==> config.mk <==
export PLATFORM = sky130hd
export DESIGN_NAME = rom_rd_arbiter
export DESIGN_NICKNAME = d
export VERILOG_FILES = /design/src/rtl/rom_rd_arbiter.sv
export SDC_FILE = /design/constraint.sdc
export NUM_CORES = 1
export LEC_CHECK = 0
export ABC_AREA = 1
export CORE_AREA = 2 2 108 110
export CTS_BUF_LIST = sky130_fd_sc_hd__clkbuf_8
export CTS_CLUSTER_SIZE = 28
export DETAILED_ROUTE_END_ITERATION = 10
export DIE_AREA = 0 0 110 112
export DONT_BUFFER_PORTS = 1
export SYNTH_ARGS = -nofsm -noshare
export SYNTH_HDL_FRONTEND = slang
export SYNTH_SLANG_ARGS = --single-unit
==> constraint.sdc <==
create_clock -name ACLK -period 3.7 [get_ports ACLK]
set_clock_uncertainty 0.05 [all_clocks]
set_input_delay 0.74 -clock ACLK [delete_from_list [all_inputs] [get_ports ACLK]]
set_output_delay 0.74 -clock ACLK [all_outputs]
set_load 0.005 [all_outputs]
==> src/rtl/rom_rd_arbiter.sv <==
// Two-master round-robin arbiter in front of a single-outstanding AXI-style ROM read port.
// One burst at a time: grant in IDLE, present the address in ADDR, forward beats in DATA.
module rom_rd_arbiter #(
    parameter int DATA_W = 32,
    parameter int ADDR_W = 32
) (
    input  logic              ACLK,
    input  logic              ARESETn,
    input  logic [3:0]        M0_ARID,
    input  logic [ADDR_W-1:0] M0_ARAddr,
    input  logic [3:0]        M0_ARLen,
    input  logic [2:0]        M0_ARSize,
    input  logic [1:0]        M0_ARBurst,
    input  logic              M0_ARValid,
    output logic              M0_ARReady,
    output logic [3:0]        M0_RID,
    output logic [DATA_W-1:0] M0_RData,
    output logic [1:0]        M0_RResp,
    output logic              M0_RLast,
    output logic              M0_RValid,
    input  logic              M0_RReady,
    input  logic [3:0]        M1_ARID,
    input  logic [ADDR_W-1:0] M1_ARAddr,
    input  logic [3:0]        M1_ARLen,
    input  logic [2:0]        M1_ARSize,
    input  logic [1:0]        M1_ARBurst,
    input  logic              M1_ARValid,
    output logic              M1_ARReady,
    output logic [3:0]        M1_RID,
    output logic [DATA_W-1:0] M1_RData,
    output logic [1:0]        M1_RResp,
    output logic              M1_RLast,
    output logic              M1_RValid,
    input  logic              M1_RReady,
    output logic [7:0]        S_ARID,
    output logic [ADDR_W-1:0] S_ARAddr,
    output logic [3:0]        S_ARLen,
    output logic [2:0]        S_ARSize,
    output logic [1:0]        S_ARBurst,
    output logic              S_ARValid,
    input  logic              S_ARReady,
    input  logic [7:0]        S_RID,
    input  logic [DATA_W-1:0] S_RData,
    input  logic [1:0]        S_RResp,
    input  logic              S_RLast,
    input  logic              S_RValid,
    output logic              S_RReady,
    output logic              len_err
);

    typedef enum logic [1:0] {IDLE, ADDR, DATA} state_t;

    state_t            state_reg, state_next;
    logic              prio_reg;
    logic              grant_reg;
    logic [3:0]        id_reg;
    logic [ADDR_W-1:0] addr_reg;
    logic [3:0]        len_reg;
    logic [2:0]        size_reg;
    logic [1:0]        burst_reg;
    logic [3:0]        beat_cnt_reg;
    logic              len_err_reg;

    logic [1:0]        ar_valid;
    logic [1:0]        ar_ready;
    logic [1:0]        r_ready;
    logic [1:0]        r_route;
    logic [3:0]        ar_id    [2];
    logic [ADDR_W-1:0] ar_addr  [2];
    logic [3:0]        ar_len   [2];
    logic [2:0]        ar_size  [2];
    logic [1:0]        ar_burst [2];
    logic              grant_sel;
    logic              in_addr;
    logic              in_data;
    logic              beat_hs;
    logic              unused_rid_hi;

    assign ar_valid    = {M1_ARValid, M0_ARValid};
    assign r_ready     = {M1_RReady, M0_RReady};
    assign ar_id[0]    = M0_ARID;
    assign ar_id[1]    = M1_ARID;
    assign ar_addr[0]  = M0_ARAddr;
    assign ar_addr[1]  = M1_ARAddr;
    assign ar_len[0]   = M0_ARLen;
    assign ar_len[1]   = M1_ARLen;
    assign ar_size[0]  = M0_ARSize;
    assign ar_size[1]  = M1_ARSize;
    assign ar_burst[0] = M0_ARBurst;
    assign ar_burst[1] = M1_ARBurst;

    // Returned ID's upper bits are not consulted: the latched grant decides routing.
    assign unused_rid_hi = ^S_RID[7:4];

    // prio_reg names the master that wins a tie.
    assign grant_sel = (&ar_valid) ? prio_reg : ar_valid[1];

    assign in_addr = ARESETn && (state_reg == ADDR);
    assign in_data = ARESETn && (state_reg == DATA);
    assign beat_hs = S_RValid && S_RReady;

    always_comb begin
        state_next = state_reg;
        ar_ready   = '0;
        case (state_reg)
            IDLE: begin
                if (|ar_valid) begin
                    ar_ready[grant_sel] = 1'b1;
                    state_next          = ADDR;
                end
            end
            ADDR:    if (S_ARReady) state_next = DATA;
            DATA:    if (beat_hs && S_RLast) state_next = IDLE;
            default: state_next = IDLE;
        endcase
        if (!ARESETn) ar_ready = '0;
    end

    always_ff @(posedge ACLK) begin
        if (!ARESETn) begin
            state_reg    <= IDLE;
            prio_reg     <= 1'b0;
            grant_reg    <= 1'b0;
            id_reg       <= '0;
            addr_reg     <= '0;
            len_reg      <= '0;
            size_reg     <= '0;
            burst_reg    <= '0;
            beat_cnt_reg <= '0;
            len_err_reg  <= 1'b0;
        end else begin
            state_reg <= state_next;
            if (state_reg == IDLE && (|ar_valid)) begin
                grant_reg <= grant_sel;
                prio_reg  <= ~grant_sel;
                id_reg    <= ar_id[grant_sel];
                addr_reg  <= ar_addr[grant_sel];
                len_reg   <= ar_len[grant_sel];
                size_reg  <= ar_size[grant_sel];
                burst_reg <= ar_burst[grant_sel];
            end
            if (state_reg == ADDR && S_ARReady) beat_cnt_reg <= '0;
            if (state_reg == DATA && beat_hs) begin
                beat_cnt_reg <= beat_cnt_reg + 4'd1;
                // A last flag on the wrong beat, or a missing one on the expected last beat.
                if (S_RLast != (beat_cnt_reg == len_reg)) len_err_reg <= 1'b1;
            end
        end
    end

    assign S_ARValid = in_addr;
    assign S_ARID    = in_addr ? {3'b000, grant_reg, id_reg} : '0;
    assign S_ARAddr  = in_addr ? addr_reg  : '0;
    assign S_ARLen   = in_addr ? len_reg   : '0;
    assign S_ARSize  = in_addr ? size_reg  : '0;
    assign S_ARBurst = in_addr ? burst_reg : '0;
    assign S_RReady  = in_data && r_ready[grant_reg];
    assign len_err   = ARESETn && len_err_reg;

    generate
        for (genvar gi = 0; gi < 2; gi++) begin : g_route
            assign r_route[gi] = in_data && (grant_reg == 1'(gi));
        end
    endgenerate

    assign M0_ARReady = ar_ready[0];
    assign M1_ARReady = ar_ready[1];
    assign M0_RValid  = r_route[0] && S_RValid;
    assign M1_RValid  = r_route[1] && S_RValid;
    assign M0_RLast   = r_route[0] && S_RLast;
    assign M1_RLast   = r_route[1] && S_RLast;
    assign M0_RData   = r_route[0] ? S_RData : '0;
    assign M1_RData   = r_route[1] ? S_RData : '0;
    assign M0_RResp   = r_route[0] ? S_RResp : '0;
    assign M1_RResp   = r_route[1] ? S_RResp : '0;
    assign M0_RID     = r_route[0] ? S_RID[3:0] : '0;
    assign M1_RID     = r_route[1] ? S_RID[3:0] : '0;

endmodule
-- Word-level counts from Yosys, hierarchy flattened
Cells that the tools add are included.
Widths: inputs -> output; s select.
- add/sub/neg operators: 1
- $lt $le $gt $ge: 4
- equality and inequality tests: 7
- multiplexer cells: 40
- bitwise operators: 3
- reduce and logical (&&, ||, !) cells: 22
- operator list (kind ; count):
    $mux 32 ; 6
    $mux 4 ; 11
    $mux 2 ; 12
    $logic_and 1x1->1 ; 16
    $mux 3 ; 4
    $pmux 2 s3 ; 1
    $mux 5 ; 1
    $add 4x1->4 const B ; 1
    $eq 4x4->1 ; 1
    $lt 1x2->1 const B ; 2
    $mux 1 ; 4
    $ne 2x1->1 const B ; 2
    $reduce_and 2->1 ; 2
    $reduce_and 3->1 ; 1
    $eq 2x1->1 const B ; 1
    $eq 2x2->1 const B ; 1
    $ge 2x2->1 const B ; 1
    $logic_not 2->1 ; 1
    $ne 2x2->1 const B ; 1
    $not 1->1 ; 2
    $not 1->2 ; 1
    $reduce_bool 2->1 ; 1
    $reduce_or 2->1 ; 1
    $demux 1 s1 ; 1
    other kinds (2) ; 2
- register bits: 54
- input port bits: 141

-- Logic depth before layout (Yosys ltp)
- depth in word-level cells: 9
- mapped depth: 9
- gate-level depth less buffers: 8

-- Worst setup path after synthesis
OpenSTA, ideal clock, no wires.
- path kind: input port to output port
- start: input ARESETn
- end: output M0_RData[0]
- arrival: 1554 ps
- data required time: 2910 ps
- setup slack: 1356 ps
- stages: 6
- path buffers: 2
- cell sequence: buf_2 -> nand2_1 -> nor2_2 -> nand2_1 -> clkbuf_1 -> nor2_1
- cells in the longest elaborated chain, start to end: 3
- ends and longest elaborated chain (item ; line ; text):
    from (decl) ; 8 ; input logic ARESETn,
    $logic_and 1x1->1 ; 99 ; assign in_data = ARESETn && (state_reg == DATA);
    $logic_and 1x1->1 ; 162 ; assign r_route[gi] = in_data && (grant_reg == 1'(gi));
    $mux 32 ; 172 ; assign M0_RData = r_route[0] ? S_RData : '0;
    to (decl) ; 17 ; output logic [DATA_W-1:0] M0_RData,
No other way between the ends.

-- Worst setup path in the final report
- start: register state_reg[1]
- end: output M0_ARReady
- cells in the longest elaborated chain, start to end: 3
- ends and longest elaborated chain (item ; line ; text):
    from (decl) ; 53 ; state_t state_reg, state_next;
    from (signal assigned) ; 132 ; state_reg <= state_next;
    $logic_not 2->1 ; 105 ; case (state_reg)
    $mux 2 ; 105 ;
    $mux 2 ; 116 ; if (!ARESETn) ar_ready = '0;
    to (decl) ; 15 ; output logic M0_ARReady,
No other way between the ends.

==> flow_summary.ini <==
[run_status]
status = complete, no violations

[clock_network]
cts_buffer_depth = 2
cts_resized = 0
insertion_delay_ns = 0.31
cts.sinks = 54
clk_pin_slew_ns = 0.09
postCtsHoldBufs = 0
cts_tree = yes
cts_setup_buffers = 0
cts-htree-levels = 2
numCtsBuffers = 5
root_buffer = clkbuf_8

[grt]
grt.total_usage_pct = 16.0
grt_first_pass_wirelength_um = 15300
grt_busiest_layer = met2
grt_pass1_vias = 3034
overflow = 0
use_met2_pct = 29.9
grt_max_degree = 49
grt_use_met1_pct = 17.7
grtUsageMet3_pct = 3.92
antenna_found_initial = 0

[die]
dieHeight_um = 112
start_util_pct = 29.2
dieArea_um2 = 12300
die_width_um = 110
num_rows = 39
ios = 275
core-area_um2 = 11200

[detailed_routing]
via_per_inst = 4.84
dr.pass1.iters = 4
drtIter0Drc = 170
drc = 0
wl_per_cell_um = 15.1
wirelength_um = 10400
drtAntennaViolNets = 0
vias = 3346

[logic_synthesis]
avgSynthCellArea_um2 = 5.79
synth-seq-cells = 54
yosys_warnings = 0
synth_top_area_share_pct = 33.1
synthTopCellsByArea = dfxtp_1 (33%), nand2_1 (17%), nor2_1 (15%), inv_1 (11%), nand3_1 (8.1%)
ys.flop_type = dfxtp_1
synth_edf_count = 0
syn_inst = 564
synth_top_area_cell = dfxtp_1
ys_seq_area_share_pct = 33.1
async_flop_share_pct = 0
synth_area_um2 = 3270
synth.most_common_cell = nand2_1
synthDistinctLibCells = 24
synthTopCellsByCount = nand2_1 (148), nor2_1 (131), inv_1 (98), dfxtp_1 (54), nand3_1 (53)

[sta]
report.final.setup_viol = 0
fmax_mhz = 356
rsz0062_at_grt = false
hold_viol = 0
min_period_over_period_pct = 76.0
slew-limit-headroom_pct = 39.5
tightest_slew_ns = 0.904
finalMaxSlewViolations = 0
fin_tns_setup_ns = 0
fin_crit_ns = 2.81

[layout]
syn_to_final_growth_pct = 4.86
fin_cells = 691
fin_area_um2 = 3430
largest_register_ffs = 32
diodes = 0
finalNetCount = 689
drive_above_1_share_pct = 4.74

[pwr]
clkPwrFrac_pct = 29.6
seq_power_share_pct = 50.7
p_int_uw = 920
p_sw_share_pct = 30.8
p_leak_uw = 0.00164
p_comb_share_pct = 19.7
p_sw_uw = 409
p_per_area_nw_per_um2 = 388
peakVddDrop_mv = 0.251

[critical_path]
r2r_slack_ns = 1.66
endpoint_kind = output port
critical_path_class = register to output port
critPathRequiredTime_ns = 2.91
cp.arrival_ns = 2.02
cp_max_fo = 30
worst_setup_path_start_kind = register

[placement]
port_buffers = 0
gp_congestion = 0.785
dpl-instance-area_um2 = 3320
dp_hpwl_um = 8330
dp_cells = 683

[run]
max_cap_violations = 0

[worst_hold_path]
hold_class = register to register
[cells by family (layout without fill, tap and decap cells)]
family                     Yosys count  count (layout)  share of synthesized area [%]
other                                1               3                          0.115
xor gates and xnor gates             2               2                          0.536
DFF                                 54              54                           33.1
adders and majority gates            1               1                          0.383
and+or+nand+nor                    340             340                           42.3
buffers and inverters              132             114                           17.0
AOI/OAI and AO/OA                   34              34                           6.55
[power by group through the flow]
stage                     combinational (µW)  sequential, µW  clock [µW]
after floorplan                          221             679           0
after global placement                   256             686           0
after detailed placement                 264             686           0
after CTS                                265             674         406
after global routing                     304             682         433
final                                    262             674         393
[worst paths after layout]
kind / endpoint / cells past startpoint / startpoint
max: M0_ARReady / 6 / state_reg[1]
min: len_err_reg / 2 / len_err_reg
max reg2reg: id_reg[3] / 5 / state_reg[1]
min reg2reg: len_err_reg / 2 / len_err_reg
[worst max-delay path: stages, from the launching register on]
cell     delay [ns]
dfxtp_1        0.34
nor2_2         0.47
inv_2          0.09
nor2_4         0.29
nand2_2        0.13
nor2_4         0.09
buf_4          0.31
[through the flow]
stage / hold slack [ns] / worst slack (ns) / util, % / total power [µW]
final: 0.418 / 0.887 / 30.7 / 1330
after global routing: 0.439 / 0.682 / 30.7 / 1420
after CTS: 0.415 / 0.855 / 30.7 / 1340
after detailed placement: 0.390 / 1.21 / 29.7 / 950
after global placement: 0.383 / 1.24 / 29.7 / 942
after floorplan: 0.367 / 1.36 / - / 900
[routing by layer]
layer,vias up,wire length (µm),share of wire [%]
li1,1627,-,-
met1,1518,4040,39
met2,195,5300,51
met3,6,1010,9.6
met4,0,83,0.80
met5,-,0,0
[area by class of cell]
type / instances / area, µm²
Fill cell: 1264 / 7750
Multi-Input combinational cell: 380 / 1640
Sequential cell: 54 / 1080
Inverter: 101 / 379
Tap cell: 143 / 179
Clock buffer: 5 / 68.8
Clock inverter: 3 / 41.3
Timing Repair Buffer: 5 / 37.5
[cell usage in the layout (no fill, tap or decap)]
cell	netlist	layout
a21boi_4	1	1
a21oi_1	6	6
buf_4	6	5
bufinv_16	0	1
clkbuf_8	0	5
clkinvlp_4	0	1
conb_1	1	3
dfxtp_1	54	54
ha_1	1	1
inv_1	98	99
inv_2	3	3
nand2_1	148	147
nand2_2	1	2
nand3_1	53	53
nand3_2	1	1
nor2_1	131	131
nor2_2	3	3
nor2_4	3	3
o211ai_1	10	10
o21ai_0	15	15
o21ai_2	1	1
o22ai_1	1	1
xor2_1	2	2
Power figures use the tool's default switching activity.
